<file path="config.mk">
export PLATFORM = sky130hd
export DESIGN_NAME = imm_extend_arbiter
export DESIGN_NICKNAME = d
export VERILOG_FILES = /design/src/rtl/imm_extend_arbiter.sv
export SDC_FILE = /design/constraint.sdc
export NUM_CORES = 1
export LEC_CHECK = 0
export BUFFER_PORTS_ARGS = -buffer_cell sky130_fd_sc_hd__clkbuf_2
export CAP_MARGIN = 20
export CORE_MARGIN = 2
export CORE_UTILIZATION = 47
export DETAILED_ROUTE_END_ITERATION = 12
export PLACE_DENSITY_LB_ADDON = 0.25
export SYNTH_ARGS = -nofsm -noshare
export SYNTH_HDL_FRONTEND = slang
export SYNTH_SLANG_ARGS = --single-unit
</file>
<file path="constraint.sdc">
create_clock -name clk -period 4.7 [get_ports clk]
set_input_delay 0.235 -clock clk [delete_from_list [all_inputs] [get_ports clk]]
set_output_delay 0.235 -clock clk [all_outputs]
set_load 0.01 [all_outputs]
</file>
<file path="src/rtl/imm_extend_arbiter.sv">
// Shared immediate extractor for two decode lanes: round-robin grant, I/S/B/U/J
// decode with sign-extension to XLEN, and a single-entry valid/ready output register.
module imm_extend_arbiter #(
    parameter int XLEN  = 64,
    parameter int TAG_W = 6
) (
    input  logic             clk,
    input  logic             reset_n,
    input  logic             req0_valid,
    output logic             req0_ready,
    input  logic [31:0]      req0_instr,
    input  logic [TAG_W-1:0] req0_tag,
    input  logic             req1_valid,
    output logic             req1_ready,
    input  logic [31:0]      req1_instr,
    input  logic [TAG_W-1:0] req1_tag,
    output logic             out_valid,
    input  logic             out_ready,
    output logic [XLEN-1:0]  out_imm,
    output logic [TAG_W-1:0] out_tag,
    output logic             out_src,
    output logic             out_fmt_err
);

    typedef struct packed {
        logic                   err;
        logic signed [XLEN-1:0] imm;
    } ext_t;

    function automatic logic signed [XLEN-1:0] sext(input logic signed [31:0] v);
        return XLEN'(v);
    endfunction

    // Each format is first assembled as a sign-correct 32-bit value, then widened.
    function automatic ext_t extract(input logic [31:0] instr);
        ext_t               e;
        logic signed [31:0] raw;
        raw   = '0;
        e.err = 1'b0;
        case (instr[6:0])
            7'b0000011, 7'b0010011, 7'b0011011, 7'b1100111, 7'b1110011:
                raw = {{20{instr[31]}}, instr[31:20]};
            7'b0100011:
                raw = {{20{instr[31]}}, instr[31:25], instr[11:7]};
            7'b1100011:
                raw = {{19{instr[31]}}, instr[31], instr[7], instr[30:25], instr[11:8], 1'b0};
            7'b0110111, 7'b0010111:
                raw = {instr[31:12], 12'b0};
            7'b1101111:
                raw = {{11{instr[31]}}, instr[31], instr[19:12], instr[20], instr[30:21], 1'b0};
            default:
                e.err = 1'b1;
        endcase
        e.imm = sext(raw);
        return e;
    endfunction

    logic             rr_ptr;
    logic             win0, win1;
    logic             can_accept;
    logic             fire;
    logic [31:0]      instr_p0;
    logic [TAG_W-1:0] tag_p0;
    ext_t             ext_p0;

    logic                   vld_p1;
    logic signed [XLEN-1:0] imm_p1;
    logic [TAG_W-1:0]       tag_p1;
    logic                   src_p1;
    logic                   err_p1;

    // ---- stage p0: arbitration and combinational extraction ----
    assign can_accept = !vld_p1 || out_ready;
    assign win0       = req0_valid && (!rr_ptr || !req1_valid);
    assign win1       = req1_valid && (rr_ptr || !req0_valid);
    assign req0_ready = reset_n && can_accept && win0;
    assign req1_ready = reset_n && can_accept && win1;
    assign fire       = req0_ready || req1_ready;
    assign instr_p0   = win1 ? req1_instr : req0_instr;
    assign tag_p0     = win1 ? req1_tag : req0_tag;
    assign ext_p0     = extract(instr_p0);

    // ---- stage p1: output register ----
    always_ff @(posedge clk or negedge reset_n) begin
        if (!reset_n) begin
            vld_p1 <= 1'b0;
            imm_p1 <= '0;
            tag_p1 <= '0;
            src_p1 <= 1'b0;
            err_p1 <= 1'b0;
            rr_ptr <= 1'b0;
        end else if (fire) begin
            vld_p1 <= 1'b1;
            imm_p1 <= ext_p0.imm;
            tag_p1 <= tag_p0;
            src_p1 <= win1;
            err_p1 <= ext_p0.err;
            rr_ptr <= !win1;
        end else if (out_ready) begin
            vld_p1 <= 1'b0;
        end
    end

    assign out_valid   = vld_p1;
    assign out_imm     = imm_p1;
    assign out_tag     = tag_p1;
    assign out_src     = src_p1;
    assign out_fmt_err = err_p1;

endmodule

</file>
# ---- Word-level counts from Yosys, hierarchy flattened
# Index checks and enable logic that the tools add are counted.
dict set report op_classes {
  eq_ne 10
  reduce_logical 18
  mux 6
}
# operator n
set op_table {}
lappend op_table {{case mux 32 bit (5 select lines)} 1}
lappend op_table {{2-to-1 mux 32 bit} 1}
lappend op_table {{equality test 7 bit, second input constant} 4}
lappend op_table {{equality test 7 x 5 -> 1 bit, second input constant} 3}
lappend op_table {{equality test 7 x 6 -> 1 bit, second input constant} 2}
lappend op_table {{OR reduction 10 bit} 1}
lappend op_table {{equality test 7 x 2 -> 1 bit, second input constant} 1}
lappend op_table {{2-to-1 mux 6 bit} 1}
lappend op_table {{logical AND 1 bit} 5}
lappend op_table {{logical NOT 1 bit} 5}
lappend op_table {{OR reduction 5 bit} 1}
lappend op_table {{logical OR 1 bit} 4}
lappend op_table {{2-to-1 mux 1 bit} 3}
lappend op_table {{nonzero test 2 bit} 1}
lappend op_table {{OR reduction 2 bit} 1}
dict set report totals {
  reg_bits 42
}

# ---- Longest topological paths before layout
# Gate-level depths: netlist of run 1.
dict set report logic_depth {
  word_depth 7
  ltp_mapped 8
  depth_no_buf 6
}

# ---- Worst setup path before layout of run 1
# Ideal clock, no wire load.
dict set report synth_path {
  path_type {reg-to-reg}
  startpoint {reg rr_ptr}
  endpoint {reg, netlist name out_imm[31]}
  arrival_ns 1.915
  path_buffers 0
  path_stages_with_launch 7
  path_slack_ns 2.663
  t_required_ns 4.579
  cell_sequence {dfrtp_1 > and2b_4 > nor3_1 > o22a_1 > or3_1 > or3_1 > a22o_1}
}
dict set report synth_between {
  elab_chain_len 6
  word_cells_on_any_way 22
  classes_between {eq/ne (10); mux (2); reduce/logical (10)}
}
# element line_no
set synth_lines {}
lappend synth_lines {{start: declaration} 58} ;# logic rr_ptr;
lappend synth_lines {{start signal: assignment} 98} ;# rr_ptr <= !win1;
lappend synth_lines {{logical OR 1 bit} 75} ;# assign win1 = req1_valid && (rr_ptr || !req0_valid);
lappend synth_lines {{logical AND 1 bit} 75}
lappend synth_lines {{2-to-1 mux 32 bit} 79} ;# assign instr_p0 = win1 ? req1_instr : req0_instr;
lappend synth_lines {{equality test 7 x 2 -> 1 bit (tied with other cells)} 40} ;# case (instr[6:0])
lappend synth_lines {{OR reduction 5 bit / OR reduction 2 bit (equally long branches)} 40}
lappend synth_lines {{case mux 32 bit (5 select lines)} 40}
# Parallel ways exist; a longest one is shown, timed or not.
# A chain may end at the register's enable or synchronous reset.

# ---- Worst setup path after layout of run 1
dict set report layout_path {
  startpoint {reg rr_ptr}
  endpoint {reg imm_p1[20] (netlist: out_imm[20])}
}
dict set report layout_between {
  elab_chain_len 6
  word_cells_on_any_way 22
  classes_between {eq/ne (10); mux (2); reduce/logical (10)}
}
# element line_no
set layout_lines {}
lappend layout_lines {{logical OR 1 bit} 75}
lappend layout_lines {{logical AND 1 bit} 75}
lappend layout_lines {{2-to-1 mux 32 bit} 79}
lappend layout_lines {{equality test 7 x 2 -> 1 bit (tied with other cells)} 40}
lappend layout_lines {{OR reduction 5 bit / OR reduction 2 bit (equally long branches)} 40}
lappend layout_lines {{case mux 32 bit (5 select lines)} 40}
lappend layout_lines {{end signal: assignment} 94} ;# imm_p1 <= ext_p0.imm;
lappend layout_lines {{end: declaration} 67} ;# logic signed [XLEN-1:0] imm_p1;
# Parallel ways exist; a longest one is shown, timed or not.

==> results.txt, run 1 <==
starting density of the core: 49.4%
Die X-Extent: 78 um
worst endpoint required time: 4.84 ns
worst-margin pin slew: 0.833 ns
layout cells sized above 1: 44.3%
Hold Path Class: in -> async
die area: 6080 um2
met2 GRT Util: 37.1%
Hold Vio Cnt, Final: 2
ANT cells: 0
Remaining Overflow, GRT: 0
Core Footprint: 5200 um2
GPL Wtd Cong: 0.917
Setup Viol. Count Final: 0
final period utilization: 54.7%
DP Wirelength: 5090 um
via count: 2522
TNS Setup: 0 ns
Pwr Density: 277 nW/um2
Top FF cell, synth: dfrtp_1
drt via density: 5.34
status: complete, but fails checks
cell count after synthesis: 283
RSZ-0062 raised after global routing: no
Slew Limit Fails: 0
Tmin final: 2.57 ns
first-pass GRT wire length: 10600 um
Layout Nets: 482
Rel. slew slack: 44.4%
met1 usage in global routing: 29.4%
FMAX: 0.389 GHz
post-cts resize count: 0
LEAKAGE: 1.80 nW
CTS root buffer: clkbuf_8
clk sinks: 42
Yosys cell types: 48
Max Cap Viol: 0
Seq/Total Area, Yosys: 40.8%
EDFF count, synth: 0
asr flop ratio synth: 100%
Worst Setup End Kind: flop
Setup Skew: 0.00385 ns
Worst VDD drop: 0.000117 V
R2R Path Start: rr_ptr
worst reg-to-reg setup slack: 2.13 ns
reg2reg end: out_imm[20]
flops & latches, synth: 42
row cnt: 26
met3 GRT Util: 2.91%
postcts setup bufs: 0
Synth Warn #: 0
CP startpoint kind: flop
cts bufs inserted: 5
mapped cell area: 2570 um2
GR peak layer: met2
largest net degree at the start of global routing: 47
Skew-Pair Late Insertion Delay: 0.29 ns
deepest clock path buffer count: 2
Total Routing Usage GR: 21.6%
syn nets: 364
failing checks: hold timing
average wire per cell in the routed design: 14.1 um
vias in the first global route: 2226
Post-CTS Hold Fix Bufs: 0
drc violations: 0
htree depth: 2
Pre-antenna DRT Iters: 4
Core Util, Final: 62.6%
worst endpoint data arrival time: 2.70 ns
Routed Antenna Nets: 0
Area Growth Syn to Fin: 26.7%
CP Launch Point: rr_ptr
syn avg cell area: 9.09 um2
port bufs: 155
worst setup path class: reg -> reg
CTS tree: done
initial antenna violation count: 0
clock edge transition at the registers on the reported setup and hold paths: 0.09 ns
FF-to-FF path depth: 7
drt initial violations: 107
DP Cell Count: 464
chip height: 78 um
# IOs: 156
Non-Filler Instances: 472
final hold slack: -0.00483 ns
CP Max Fanout: 26
final WL: 6670 um
## area by class of cell
class | instances | area [um2]
inverter | 4 | 15.0
clock inverter | 3 | 25.0
clock buffer | 5 | 68.8
sequential | 42 | 1050
timing repair buffer | 158 | 798
fill | 467 | 1940
tap | 70 | 87.6
multi-input combinational | 190 | 1210
## state kept, by name, summed over array words and instances, names as in the netlist
| register | count |
|---|---|
| rr_ptr | 1 |
| out_valid | 1 |
| out_fmt_err | 1 |
| out_imm | 32 |
| out_tag | 6 |
| out_src | 1 |
## logic make-up after synthesis
| family | synth area share (%) |
|---|---|
| DFF | 40.8 |
| muxes | 7.88 |
| buffers and inverters | 12.5 |
| and+or+nand+nor | 16.4 |
| AOI/OAI and AO/OA | 22.4 |
## worst max path at each step
stage / to / slack (ns)
global route: out_imm[20] / 1.90
global placement: out_imm[20] / 2.21
floorplan: out_imm[31] / 2.66
detailed placement: out_imm[20] / 2.13
finish: out_imm[20] / 2.13
CTS: out_imm[20] / 2.14
## per-stage QoR
step	area, um2	worst slack [ns]	power (mW)
3_5_place_dp	3170	2.13	0.676
5_1_grt	3260	1.90	0.965
4_1_cts	3260	2.14	0.916
6_report	3260	2.13	0.905
3_3_place_gp	3170	2.21	0.670
2_1_floorplan	2570	2.66	0.577
## per-layer routing
layer,up-vias,part of all wire [%],wire length [um]
li1,1221,-,-
met1,1172,45,2970
met2,127,49,3260
met3,2,6.3,421
met4,0,0.24,16
met5,-,0,0
## synthesized netlist by cell type, types with 2 or more instances
library cell	instances	area (um2)
nand3b_1	4	30.0
a22o_1	7	61.3
o21ai_0	5	25.0
or3_1	2	12.5
dfrtp_1	42	1050
nor2_1	8	30.0
nand2b_1	4	25.0
clkbuf_1	9	33.8
mux2_2	2	22.5
a22oi_1	15	113
o32a_1	2	20.0
o211ai_1	8	60.1
a211oi_1	2	15.0
buf_4	33	248
mux2i_1	18	180
inv_1	4	15.0
nand3_1	6	30.0
nor3_1	7	35.0
buf_2	5	25.0
nand2_1	48	180
a21oi_1	18	90.1
and2_1	3	18.8
o21ai_1	3	15.0
o31ai_1	4	30.0
## power by group
group	internal (mW)	switching (mW)	leakage (nW)
registers	0.394	0.0233	0.560
clock network	0.107	0.131	0.0447
logic	0.107	0.141	1.20
total	0.609	0.296	1.80
## critical path: stages (launching register included)
cell and delay [ns]:
dfrtp_1 0.42, and2b_4 0.30, nor2_2 0.03, buf_4 0.24, a31o_2 0.28, or3_1 0.38, o21ai_1 0.63, nand3_1 0.13
## layout by cell type (no fill, tap or decap), types with 2 or more instances in the layout
cell type	instances
inv_1	4
mux2_2	2
clkbuf_8	5
dfrtp_1	42
a211oi_1	2
o31ai_1	4
a22oi_1	15
nand2b_1	4
buf_4	3
and2_1	3
nor3_1	7
o21ai_1	2
a21oi_1	18
nor2_1	7
nand2_1	48
clkbuf_2	155
o21ai_0	5
or3_1	2
nand3b_1	4
a22o_1	7
mux2i_1	18
o32a_1	2
o211ai_1	8
nand3_1	6
Note: power is estimated with default switching activity, not from simulation.
==> run 2, diff against run 1 <==
- CORE_UTILIZATION: 47 -> 39
- clock period: 4.7 -> 2.2 ns (I/O delays scaled with it)
==> run 2 against run 1 <==
  * The flow now finishes without violations
  * Sequential cell count unchanged
  * Clock skew up 0.0033 ns
  * First-iteration DRC count shrank 3.7%
  * Via count rose by 2.0%
  * Count of clock-buffer cells in the layout grew 1
  * Design area increased by 4.5%
  * Combinational power up 120%
  * Routed wire length up 5.6%
  * Critical path depth decreased by 1
  * Worst setup slack got worse by 2.0 ns
  * Non-clock buffer count rose by 13
  * Largest cell class unchanged
==> results.txt, run 2 (synthesis gave the netlist of run 1 again) <==
slack of the critical path: 0.109 ns
Pre-antenna DRT Iters: 4
Skew-Pair Late Insertion Delay: 0.29 ns
max FFs per register: 32
Setup Skew: 0.00717 ns
clk sinks: 42
Setup WS pre-CTS: 0.0482 ns
drc violations: 0
Total Routing Usage GR: 18.9%
LEAKAGE: 1.88 nW
FF-to-FF path depth: 6
Combinational Power Share: 28.3%
Tmin final: 2.09 ns
via count: 2572
Routed Antenna Nets: 0
TNS Setup: 0 ns
Worst Setup End Kind: flop
Setup Viol. Count Final: 0
GR peak layer: met2
Stages on worst setup path: 6
GPL Wtd Cong: 0.812
Remaining Overflow, GRT: 0
# IOs: 156
R2R Path Start: rr_ptr
most frequent cells in the layout: clkbuf_2, nand2_1, dfrtp_1, a21oi_1, mux2i_1
Non-Filler Instances: 492
worst reg-to-reg setup slack: 0.11 ns
CP top delay family: compound AO/OA/AOI/OAI gates
average wire per cell in the routed design: 14.3 um
Die X-Extent: 85.2 um
die area: 7270 um2
final WL: 7040 um
sw power: 633 uW
Hold Path Class: in -> reg
Slew Limit Fails: 0
Placed Area: 3270 um2
starting density of the core: 40.5%
Hold Vio Cnt, Final: 0
worst endpoint data arrival time: 2.30 ns
CP Launch Point: rr_ptr
final hold slack: 0.0300 ns
met2 GRT Util: 31.5%
htree depth: 2
first-pass GRT wire length: 11100 um
slowest stage delay, CP: 0.51 ns
deepest clock path buffer count: 2
FMAX: 0.478 GHz
Max Cap Viol: 0
Final Cell Area: 3410 um2
layout cells sized above 1: 46.0%
drt via density: 5.23
drt initial violations: 103
ANT cells: 0
Pwr Density: 581 nW/um2
crit path cell chain: and2b_4 -> or4_4 -> o32a_1 -> o21ba_4 -> o21ai_4 -> o211ai_1
worst endpoint required time: 2.41 ns
CP max stage cell: or4_4
reg2reg end: out_imm[12]
worst-margin pin slew: 0.807 ns
met3 GRT Util: 3.50%
Area Growth Syn to Fin: 32.3%
DP Wirelength: 5350 um
Rel. slew slack: 46.2%
Worst VDD drop: 0.000325 V
status: completed
largest net degree at the start of global routing: 49
worst setup path class: reg -> reg
Core Util, Final: 53.6%
CTS tree: done
Total Power: 1.98 mW
CP Max Fanout: 8
row cnt: 29
Layout Nets: 495
met1 usage in global routing: 25.8%
Core Footprint: 6350 um2
vias in the first global route: 2362
RSZ-0062 raised after global routing: no
commonest non-fill, non-tap cell in the layout: clkbuf_2
postcts setup bufs: 0
clock share of power: 26.6%
CTS root buffer: clkbuf_8
chip height: 85.2 um
port bufs: 155
clock edge transition at the registers on the reported setup and hold paths: 0.08 ns
final period utilization: 95.0%
Critical Path End: out_imm[12]
cts bufs inserted: 5
CP startpoint kind: flop
DP Cell Count: 482
sequential power share: 45.1%
WP buf/inv: 0
initial antenna violation count: 0
switching fraction of total power: 32.0%
internal power: 1.35 mW
==> run 2: changes by cell type in the layout (fill, tap and decap cells not counted), sizes merged <==
| cell | change |
|---|---|
| buf | +12 |
| clkbuf | +1 |
| dlygate4sd3 | +1 |
| inv | -1 |
==> run 2: area by class of cell <==
| cell class | count | area, um2 |
|---|---|---|
| inverter | 4 | 15.0 |
| fill | 608 | 2940 |
| timing repair buffer | 171 | 923 |
| multi-input combinational | 190 | 1220 |
| clock buffer | 6 | 82.6 |
| clock inverter | 2 | 12.5 |
| sequential | 42 | 1050 |
| tap | 77 | 96.3 |
==> run 2: routing by layer <==
layer / vias to the layer above / routed length (um)
met2: 117 / 3420
met3: 2 / 480
met4: 0 / 30
met1: 1206 / 3110
met5: - / 0
li1: 1247 / -
==> run 2: power by group through the flow <==
stage                     clock network (mW)  registers, mW  logic [mW]
final                                  0.526          0.893       0.559
after global routing                   0.568          0.903       0.620
after CTS                              0.537          0.893       0.558
after detailed placement                   0          0.908       0.555
after global placement                     0          0.906       0.546
after floorplan                            0          0.934       0.298
==> run 2: tightest hold or removal path, stage by stage <==
cell	delay, ns
clkbuf_2	0.07
a22oi_1	0.06
nand2_1	0.05
==> run 2: worst min-delay path by stage <==
| stage | start | endpoint | slack, ns | cells past startpoint |
|---|---|---|---|---|
| global route | req1_tag[0] | out_tag[0] | 0.05 | 3 |
| CTS | req1_tag[3] | out_tag[3] | 0.02 | 3 |
| finish | req1_tag[3] | out_tag[3] | 0.03 | 3 |
| global placement | reset_n | out_valid | 0.24 | 2 |
| floorplan | reset_n | out_fmt_err | -0.19 | 0 |
| detailed placement | reset_n | out_tag[0] | 0.24 | 2 |
==> run 2: repair_timing <==
item,in CTS,in global routing
resized for setup,0,2
endpoints found under the hold margin,42,0
hold buffers,1,0
setup endpoints to repair,0,11
